### config.mk
export PLATFORM = sky130hd
export DESIGN_NAME = piece_move_controller_flat
export DESIGN_NICKNAME = d
export VERILOG_FILES = /design/src/rtl/piece_move_controller_pkg.sv /design/src/rtl/piece_move_controller_if.sv /design/src/rtl/piece_move_controller_checker.sv /design/src/rtl/piece_move_controller.sv /design/src/flat_wrapper.sv
export SDC_FILE = /design/constraint.sdc
export NUM_CORES = 1
export LEC_CHECK = 0
export CAP_MARGIN = 25
export CELL_PAD_IN_SITES_DETAIL_PLACEMENT = 0
export CELL_PAD_IN_SITES_GLOBAL_PLACEMENT = 1
export CORE_MARGIN = 4
export CORE_UTILIZATION = 35
export CTS_CLUSTER_DIAMETER = 60
export DETAILED_ROUTE_END_ITERATION = 7
export GPL_TIMING_DRIVEN = 0
export PLACE_DENSITY_LB_ADDON = 0.08
export SLEW_MARGIN = 20
export SYNTH_ARGS = -nofsm -noshare
export SYNTH_HDL_FRONTEND = slang
export SYNTH_SLANG_ARGS = --single-unit
### constraint.sdc
create_clock -name clk -period 4.6 [get_ports clk]
set_input_delay 0.69 -clock clk [delete_from_list [all_inputs] [get_ports clk]]
set_output_delay 0.69 -clock clk [all_outputs]
set_load 0.01 [all_outputs]
### src/rtl/piece_move_controller_pkg.sv
// Shared types and constants for the active-piece move sequencer.
package piece_move_controller_pkg;

   typedef enum logic [2:0] {
      CMD_SPAWN  = 3'd0,
      CMD_LEFT   = 3'd1,
      CMD_RIGHT  = 3'd2,
      CMD_DOWN   = 3'd3,
      CMD_ROTATE = 3'd4
   } piece_cmd_e;

   typedef enum logic [1:0] {
      S_IDLE,
      S_SAMPLE,
      S_CHECK,
      S_DONE
   } move_ctrl_state_e;

   localparam int SPAWN_X_DEFAULT = 3;

   // Candidate offsets in 2-bit two's complement.
   localparam logic [1:0] OFS_NEG  = 2'b11;
   localparam logic [1:0] OFS_ZERO = 2'b00;
   localparam logic [1:0] OFS_POS  = 2'b01;

endpackage

### src/rtl/piece_move_controller_if.sv
// Command handshake and completion pulses between the command source and the move sequencer.
interface piece_move_controller_if;
   logic       cmd_valid;
   logic [2:0] cmd;
   logic       cmd_ready;
   logic       done;
   logic       accepted;
   logic       lock;

   modport master (output cmd_valid, cmd, input cmd_ready, done, accepted, lock);
   modport slave  (input cmd_valid, cmd, output cmd_ready, done, accepted, lock);
endinterface

### src/rtl/piece_move_controller_checker.sv
// Combinational overlap test of a 4x4 shape against a 6x6 window shifted by (dx, dy).
module piece_collision_checker (
   input  logic [15:0]     shape_i,
   input  logic [5:0][5:0] window_i,
   input  logic [1:0]      dx_i,
   input  logic [1:0]      dy_i,
   output logic            hit_o
);
   logic [1:0]  xi;
   logic [1:0]  yi;
   logic [15:0] cell_hit;

   // Offset -1/0/+1 maps to neighbourhood index 0/1/2.
   assign xi = dx_i + 2'd1;
   assign yi = dy_i + 2'd1;

   for (genvar gx = 0; gx < 4; gx++) begin : g_x
      for (genvar gy = 0; gy < 4; gy++) begin : g_y
         logic [2:0][2:0] nb;
         for (genvar i = 0; i < 3; i++) begin : g_i
            for (genvar j = 0; j < 3; j++) begin : g_j
               assign nb[i][j] = window_i[gx+i][gy+j];
            end
         end
         assign cell_hit[gy*4+gx] = shape_i[gy*4+gx] & nb[xi][yi];
      end
   end

   assign hit_o = |cell_hit;
endmodule

### src/rtl/piece_move_controller.sv
// Holds the authoritative piece position/rotation and runs each command through sample, check, commit.
module piece_move_controller
   import piece_move_controller_pkg::*;
#(
   parameter int BOARD_WIDTH  = 10,
   parameter int BOARD_HEIGHT = 20,
   parameter int SPAWN_X      = SPAWN_X_DEFAULT,
   localparam int XW = $clog2(BOARD_WIDTH),
   localparam int YW = $clog2(BOARD_HEIGHT)
) (
   input  logic                   clk,
   input  logic                   rst_n,
   piece_move_controller_if.slave cmd_if,
   input  logic [15:0]            piece_shape_i,
   input  logic [15:0]            rot_shape_i,
   input  logic [5:0][5:0]        window_i,
   output logic [XW-1:0]          mask_x_o,
   output logic [YW-1:0]          mask_y_o,
   output logic [XW-1:0]          piece_x_o,
   output logic [YW-1:0]          piece_y_o,
   output logic [1:0]             rot_o,
   output logic                   active_o,
   output logic                   game_over_o
);
   localparam logic [XW-1:0] X_SPAWN = XW'(SPAWN_X);
   localparam logic [XW-1:0] X_MAX   = XW'(BOARD_WIDTH - 1);
   localparam logic [YW-1:0] Y_MAX   = YW'(BOARD_HEIGHT - 1);

   move_ctrl_state_e state_q, state_d;
   logic [2:0]       cmd_q, cmd_d;
   logic [XW-1:0]    x_q, x_d;
   logic [YW-1:0]    y_q, y_d;
   logic [1:0]       rot_q, rot_d;
   logic             active_q, active_d;
   logic             over_q, over_d;
   logic [5:0][5:0]  win_q, win_d;
   logic [15:0]      shape_q, shape_d;
   logic             acc_q, acc_d;
   logic             lock_q, lock_d;

   logic [1:0] dx, dy;
   logic       hit, forced, commit, down_lock, spawn_hit, legal;

   piece_collision_checker u_chk (
      .shape_i  (shape_q),
      .window_i (win_q),
      .dx_i     (dx),
      .dy_i     (dy),
      .hit_o    (hit)
   );

   always_comb begin
      dx = OFS_ZERO;
      dy = OFS_ZERO;
      case (cmd_q)
         CMD_LEFT:  dx = OFS_NEG;
         CMD_RIGHT: dx = OFS_POS;
         CMD_DOWN:  dy = OFS_POS;
         default:   ;
      endcase
   end

   always_comb begin
      legal     = (cmd_q <= CMD_ROTATE);
      forced    = !legal
                | ((cmd_q != CMD_SPAWN) && !active_q)
                | ((cmd_q == CMD_SPAWN) && over_q)
                | ((cmd_q == CMD_LEFT)  && (x_q == '0))
                | ((cmd_q == CMD_RIGHT) && (x_q == X_MAX))
                | ((cmd_q == CMD_DOWN)  && (y_q == Y_MAX));
      commit    = !forced && !hit;
      // Bottom row counts as a hit so a piece resting there still locks.
      down_lock = (cmd_q == CMD_DOWN) && active_q && (hit || (y_q == Y_MAX));
      spawn_hit = (cmd_q == CMD_SPAWN) && !over_q && hit;
   end

   always_comb begin
      state_d  = state_q;
      cmd_d    = cmd_q;
      x_d      = x_q;
      y_d      = y_q;
      rot_d    = rot_q;
      active_d = active_q;
      over_d   = over_q;
      win_d    = win_q;
      shape_d  = shape_q;
      acc_d    = acc_q;
      lock_d   = lock_q;
      case (state_q)
         S_IDLE: begin
            if (cmd_if.cmd_valid) begin
               state_d = S_SAMPLE;
               cmd_d   = cmd_if.cmd;
               if (cmd_if.cmd == CMD_SPAWN) rot_d = 2'd0;
            end
         end
         S_SAMPLE: begin
            win_d   = window_i;
            shape_d = (cmd_q == CMD_ROTATE) ? rot_shape_i : piece_shape_i;
            state_d = S_CHECK;
         end
         S_CHECK: begin
            state_d = S_DONE;
            acc_d   = commit;
            lock_d  = down_lock;
            if (commit) begin
               case (cmd_q)
                  CMD_LEFT:   x_d = x_q - XW'(1);
                  CMD_RIGHT:  x_d = x_q + XW'(1);
                  CMD_DOWN:   y_d = y_q + YW'(1);
                  CMD_ROTATE: rot_d = rot_q + 2'd1;
                  CMD_SPAWN: begin
                     x_d      = X_SPAWN;
                     y_d      = '0;
                     active_d = 1'b1;
                  end
                  default: ;
               endcase
            end
            if (down_lock) active_d = 1'b0;
            if (spawn_hit) begin
               over_d   = 1'b1;
               active_d = 1'b0;
            end
         end
         S_DONE:  state_d = S_IDLE;
         default: state_d = S_IDLE;
      endcase
   end

   always_ff @(posedge clk) begin
      if (!rst_n) begin
         state_q  <= S_IDLE;
         cmd_q    <= CMD_SPAWN;
         x_q      <= X_SPAWN;
         y_q      <= '0;
         rot_q    <= 2'd0;
         active_q <= 1'b0;
         over_q   <= 1'b0;
         win_q    <= '0;
         shape_q  <= '0;
         acc_q    <= 1'b0;
         lock_q   <= 1'b0;
      end else begin
         state_q  <= state_d;
         cmd_q    <= cmd_d;
         x_q      <= x_d;
         y_q      <= y_d;
         rot_q    <= rot_d;
         active_q <= active_d;
         over_q   <= over_d;
         win_q    <= win_d;
         shape_q  <= shape_d;
         acc_q    <= acc_d;
         lock_q   <= lock_d;
      end
   end

   // cmd_q resets to SPAWN, so the sampler address idles at the spawn point.
   assign mask_x_o = (cmd_q == CMD_SPAWN) ? X_SPAWN : x_q;
   assign mask_y_o = (cmd_q == CMD_SPAWN) ? '0 : y_q;

   assign cmd_if.cmd_ready = (state_q == S_IDLE);
   assign cmd_if.done      = (state_q == S_DONE);
   assign cmd_if.accepted  = (state_q == S_DONE) && acc_q;
   assign cmd_if.lock      = (state_q == S_DONE) && lock_q;

   assign piece_x_o   = x_q;
   assign piece_y_o   = y_q;
   assign rot_o       = rot_q;
   assign active_o    = active_q;
   assign game_over_o = over_q;
endmodule

### src/flat_wrapper.sv
// flat-port wrapper written by rule: the top's interface ports become plain ports
module piece_move_controller_flat import piece_move_controller_pkg::*;
#(
   parameter int BOARD_WIDTH  = 10,
   parameter int BOARD_HEIGHT = 20,
   parameter int SPAWN_X      = SPAWN_X_DEFAULT,
   localparam int XW = $clog2(BOARD_WIDTH),
   localparam int YW = $clog2(BOARD_HEIGHT)
)
  (clk, rst_n, piece_shape_i, rot_shape_i, window_i, mask_x_o, mask_y_o, piece_x_o, piece_y_o, rot_o, active_o, game_over_o, cmd_if_cmd_valid, cmd_if_cmd, cmd_if_cmd_ready, cmd_if_done, cmd_if_accepted, cmd_if_lock);
  piece_move_controller_if cmd_if_i ();
  input  logic clk;
  input  logic rst_n;
  input  logic [15:0] piece_shape_i;
  input  logic [15:0] rot_shape_i;
  input  logic [5:0][5:0] window_i;
  output logic [XW-1:0] mask_x_o;
  output logic [YW-1:0] mask_y_o;
  output logic [XW-1:0] piece_x_o;
  output logic [YW-1:0] piece_y_o;
  output logic [1:0] rot_o;
  output logic active_o;
  output logic game_over_o;
  input wire logic [$bits(cmd_if_i.cmd_valid)-1:0] cmd_if_cmd_valid;
  input wire logic [$bits(cmd_if_i.cmd)-1:0] cmd_if_cmd;
  output wire logic [$bits(cmd_if_i.cmd_ready)-1:0] cmd_if_cmd_ready;
  output wire logic [$bits(cmd_if_i.done)-1:0] cmd_if_done;
  output wire logic [$bits(cmd_if_i.accepted)-1:0] cmd_if_accepted;
  output wire logic [$bits(cmd_if_i.lock)-1:0] cmd_if_lock;
  assign cmd_if_i.cmd_valid = cmd_if_cmd_valid;
  assign cmd_if_i.cmd = cmd_if_cmd;
  assign cmd_if_cmd_ready = cmd_if_i.cmd_ready;
  assign cmd_if_done = cmd_if_i.done;
  assign cmd_if_accepted = cmd_if_i.accepted;
  assign cmd_if_lock = cmd_if_i.lock;
  piece_move_controller #(.BOARD_WIDTH(BOARD_WIDTH), .BOARD_HEIGHT(BOARD_HEIGHT), .SPAWN_X(SPAWN_X)) u_core (.clk(clk), .rst_n(rst_n), .cmd_if(cmd_if_i), .piece_shape_i(piece_shape_i), .rot_shape_i(rot_shape_i), .window_i(window_i), .mask_x_o(mask_x_o), .mask_y_o(mask_y_o), .piece_x_o(piece_x_o), .piece_y_o(piece_y_o), .rot_o(rot_o), .active_o(active_o), .game_over_o(game_over_o));
endmodule
After elaboration in Yosys (flattened, before gate mapping) --
Index checks and enable logic that the tools add are counted.
Storage, ports and cells: output and inout bits 26, word-level logic and storage cells 176, input bits 74, bits in registers 72
Cells by class: order comparisons 3, add/sub/neg operators 6, reductions and logical operators 35, eq/ne operators 13, multiplexer cells 82, bitwise gates (word level) 21
Operators by type and width (number):
- binary-select mux 3 bit (select 2 bit) | 16
- 2-to-1 mux 3 bit | 16
- binary-select mux 1 bit (select 2 bit) | 16
- 2-to-1 mux 1 bit | 21
- AND 1 bit | 16
- 2-to-1 mux 16 bit | 1
- OR reduction 16 bit | 1
- logical AND 1 bit | 12
- one-hot mux 4 bit (3 select lines) | 1
- nonzero test 3 bit | 4
- 2-to-1 mux 2 bit | 5
- one-hot mux 5 bit (2 select lines) | 1
- AND reduction 3 bit | 3
- one-hot mux 2 bit (2 select lines) | 2
- one-hot mux 2 bit (4 select lines) | 1
- adder 2 x 1 -> 2 bit, second input constant | 3
- == test 3 x 2 -> 1 bit, second input constant | 2
- logical NOT 3 bit | 2
- < comparator 2 x 3 -> 1 bit, second input constant | 2
- != test 2 x 1 -> 1 bit, second input constant | 3
- adder 5 x 1 -> 5 bit, second input constant | 1
- == test 5 bit, second input constant | 1
- logical NOT 1 bit | 5
- 2-to-1 mux 5 bit | 1
- 17 further kinds | 24

Logic depth before layout (Yosys ltp) --
depth in word-level cells 14, depth in mapped cells 12, gate-level depth less buffers 9

Hierarchy --
Synthesis repeated with hierarchy kept, for this count alone.
Unflattened totals: cells, all modules 484, area total of the unflattened synthesis 4304.1 um^2
Modules (own cells, without submodules):
- piece_move_controller | cells each 344, instances 1, sequential area each 1441.4 um^2, area an instance 3230.6 um^2
- piece_collision_checker | cells each 140, instances 1, sequential area each 0.0 um^2, area an instance 1073.5 um^2

Least setup slack after synthesis --
No wires, ideal clock.
path kind input to register, start point input port cmd_if_cmd[0], end point register u_core.rot_q[1] (netlist: u_core.rot_o[1]), path slack 2152 ps, data arrival time 2389 ps, path buffers 0, stages 6, data required time 4541 ps, library setup time 59 ps, path through or4b_2 -> a21oi_1 -> o21ai_0 -> or3b_2 -> nor4_1 -> o31a_1
On the way: cells in the longest elaborated chain, start to end 3
Ends and longest elaborated chain:
- start, declared | RTL line flat_wrapper.sv:25 | input wire logic [$bits(cmd_if_i.cmd)-1:0] cmd_if_cmd;
- logical NOT 3 bit | RTL line piece_move_controller.sv:94 | if (cmd_if.cmd == CMD_SPAWN) rot_d = 2'd0;
- != test 2 x 1 -> 1 bit (no source line)
- AND reduction 5 bit (no source line)
- end signal, assigned | RTL line piece_move_controller.sv:149 | rot_q <= rot_d;
- end, declared | RTL line piece_move_controller.sv:33 | logic [1:0] rot_q, rot_d;
No other way between the ends. A chain may end at the register's enable or synchronous reset.

Worst setup path in the final report --
start point register u_core.cmd_q[2], end point output port mask_y_o[1]
On the way: cells in the longest elaborated chain, start to end 2
Ends and longest elaborated chain:
- start, declared | RTL line piece_move_controller.sv:30 | logic [2:0] cmd_q, cmd_d;
- start signal, assigned | RTL line piece_move_controller.sv:146 | cmd_q <= cmd_d;
- logical NOT 3 bit | RTL line piece_move_controller.sv:161 | assign mask_y_o = (cmd_q == CMD_SPAWN) ? '0 : y_q;
- 2-to-1 mux 5 bit | RTL line piece_move_controller.sv:161
- end, declared | RTL line flat_wrapper.sv:18 | output logic [YW-1:0] mask_y_o;
No other way between the ends.

==> impl_metrics.csv <==
group,metric,value,unit
status,status,"finished, final reports clean",
detailed_routing,drtPass1Iterations,5,
yosys,avgSynthCellArea,8.708,um2
yosys,synth_fp_nets,479,
power,leakage,1.689,nW
yosys,synthArstFlopShare,0,%
sta,finalHoldViolCount,0,
sta,max_freq,308.2,MHz
cells_and_area,post-route-util,48.85,%
cells_and_area,syn_to_final_growth,36.84,%
global_routing,grt_pass1_wl,16550,um
yosys,postSynthCellCount,397,
cells_and_area,diodes,0,
cts,cts-root-buf,"clkbuf_8",
sta,min_period,3245,ps
power,power.density,498.6,nW/um2
yosys,yosysMostFrequentCell,"dfxtp_1",
sta,fin_setup_tns,0,ps
yosys,synthTopCellsByArea,"dfxtp_1, mux2i_1, nor2_1",
cells_and_area,stdcell_area,4731,um2
worst_setup_path,path_buf_inv,3,
placed_design,place_inst,621,
cts,holdBufCountCts,0,
cts,cts_sinks,64,
floorplan,die_y,107.4,um
sta,finalSetupViolations,0,
global_routing,overflow,0,
floorplan,fp.dieW,107.4,um
placed_design,port_buffers,91,
sta,slew_violations,0,
placed_design,post-place-ws,1519,ps
yosys,synth_common_cells,"dfxtp_1, nor2_1, mux2i_1",
sta,setup_ws,1355,ps
yosys,synth_seq_cells,64,
sta,period_share,70.53,%
detailed_routing,top_layer_used,"met4",
floorplan,start_util,35.70,%
placed_design,placed_area,4534,um2
yosys,synth_cell_types,50,
cts,clk_pin_slew,70,ps
global_routing,grt_pass1_vias,3216,
floorplan,dieArea,11530,um2
detailed_routing,wl,10260,um
cells_and_area,nNetsFinal,581,
cts,cts_max_level,3,
placed_design,gp_congestion,0.8946,
detailed_routing,antenna_left,0,
yosys,ys_seq_area_share,37.06,%
cts,cts_buffers,9,
yosys,synth.top_cell.area_share,37.06,%
worst_setup_path,cp-start-kind,"flop",
global_routing,grt_use_total,18.04,%
cells_and_area,multi_input_comb_area,1976,um2
yosys,yosysWarningCount,0,
cts,insertion_delay,350,ps
job,max_cap_viol_count,0,
worst_setup_path,cpMostUsedCell,"clkbuf_1",
detailed_routing,wl_met1,5221,um
worst_setup_path,crit_required,3910,ps
worst_setup_path,crit_arrival,2550,ps
cts,clockBufferDepth,2,
power,peakVddDrop,0.2831,mV
worst_setup_path,cpLargestDelayFamily,"buffers and inverters",
sta,fin_skew,10.57,ps
worst_setup_path,path_cells,"clkbuf_1 > or3_1 > clkbuf_1 > and2_1 > clkdlybuf4s50_1",
placed_design,hpwl,7929,um
detailed_routing,vias,3327,
global_routing,grt_max_degree,12,
cells_and_area,fin_cells,637,
hold_path,hp-class,"flop to flop",
cts,cts_resized,0,
detailed_routing,drc_errors,0,
worst_setup_path,endpoint_kind,"primary output",
detailed_routing,wl_met2,4183,um
worst_setup_path,slowest_stage,"clkdlybuf4s50_1",
floorplan,num_io_pins,100,
sta,slew_headroom,57.18,%
sta,worstMarginPinSlew,637.3,ps
yosys,yosysTopAreaCell,"dfxtp_1",
yosys,ys.flop_type,"dfxtp_1",
detailed_routing,wl_per_cell,16.10,um
cells_and_area,n_fill_cell,983,
floorplan,placementRows,36,
cts,cts_tree,"built",
detailed_routing,drt-vias-per-instance,5.223,
global_routing,grt_antenna_before_repair,0,
worst_setup_path,critPathKind,"flop to primary output",
cts,cts_setup_buffers,0,
yosys,synth_edf_count,0,
worst_setup_path,critPathMaxFanout,10,
sta,rsz0062_at_grt,"false",
cells_and_area,layout-drive-gt1-share,6.151,%
yosys,synth_area,3457,um2
detailed_routing,drt_iter0_drc,172,
cells_and_area,seq_area,1281,um2
worst_setup_path,cpPeakStageDelay,530,ps
floorplan,core_region_area,9684,um2
detailed_routing,route.met3.wl,685,um
==> worst reg2reg max path, stage by stage (launching register included) <==
cell,delay (ps)
dfxtp_1,390
nand3b_1,340
buf_2,280
o221ai_1,200
o22ai_1,130
nor4_1,330
nand2_1,250
clkbuf_1,300
o41ai_1,460
o211a_1,200
==> registers in the layout, summed over array words and instances (netlist names) <==
register / flops
u_core.win_q: 28
u_core.shape_q: 16
u_core.piece_y_o: 5
u_core.piece_x_o: 4
u_core.cmd_q: 3
u_core.rot_o: 2
u_core.state_q: 2
u_core.acc_q: 1
u_core.active_o: 1
u_core.game_over_o: 1
u_core.lock_q: 1
==> final cells by class <==
class	instances	share of cell area, %
plain buffers	35	3.438
clock buffers	10	2.909
clock inverters	6	1.243
inverters	10	0.7934
multi-input cells	288	41.76
flip-flops and latches	64	27.08
well taps	133	3.518
repair buffers	91	19.25
==> metal layers <==
metal | vias to the layer above | GRT usage, %
met5 | - | 0
met4 | 0 | 5.050
met3 | 17 | 3.779
met2 | 120 | 25.56
met1 | 1504 | 27.37
li1 | 1686 | -
==> layout by cell type, fill, tap and decap left out, types with 3 or more instances in the layout <==
master	count
nor2_1	54
nand2b_1	6
or3b_1	5
dfxtp_1	64
and2_1	11
o41ai_1	6
buf_1	7
nand3_1	6
clkbuf_1	17
nand4_1	3
clkinv_2	4
nor4_1	6
o311ai_0	4
a21oi_1	13
o21ai_0	3
mux2i_1	46
buf_2	7
clkbuf_8	10
inv_1	10
nor3_1	6
o221ai_1	16
o22ai_1	22
ha_1	7
a211oi_1	16
clkdlybuf4s50_1	91
or3_1	3
nand2_1	22
o21a_1	3
o31a_1	3
==> logic make-up after synthesis <==
kind of cell	synth area share, %
AO/OA/AOI/OAI	21.46
XOR/XNOR	0.5068
adder cells (fa/ha/maj)	3.112
buffers and inverters	5.791
flip-flops	37.06
multiplexers	13.32
AND/OR/NAND/NOR	18.75
==> power breakdown <==
group | internal (mW) | switching, mW | leakage, nW
Sequential | 0.702 | 0.138 | 0.523
Clock | 0.262 | 0.224 | 0.106
Combinational | 0.421 | 0.612 | 1.06
Total | 1.39 | 0.974 | 1.69
==> path summary, 6_finish.rpt <==
path	endpoint	startpoint	depth (start not counted)	slack [ps]
max	mask_y_o[1]	u_core.cmd_q[2]	5	1360
min	u_core.acc_q	u_core.acc_q	2	470
max reg2reg	u_core.active_o	u_core.cmd_q[2]	9	1670
min reg2reg	u_core.acc_q	u_core.acc_q	2	470
==> per-stage QoR <==
stage | hold WS (ps) | power, mW
after floorplan | 431.7 | 1.530
after global placement | 453.5 | 1.872
after detailed placement | 461.1 | 1.877
after CTS | 471.9 | 2.370
after global routing | 499.4 | 2.534
final | 467.5 | 2.359
(Power assumes the default switching activity.)
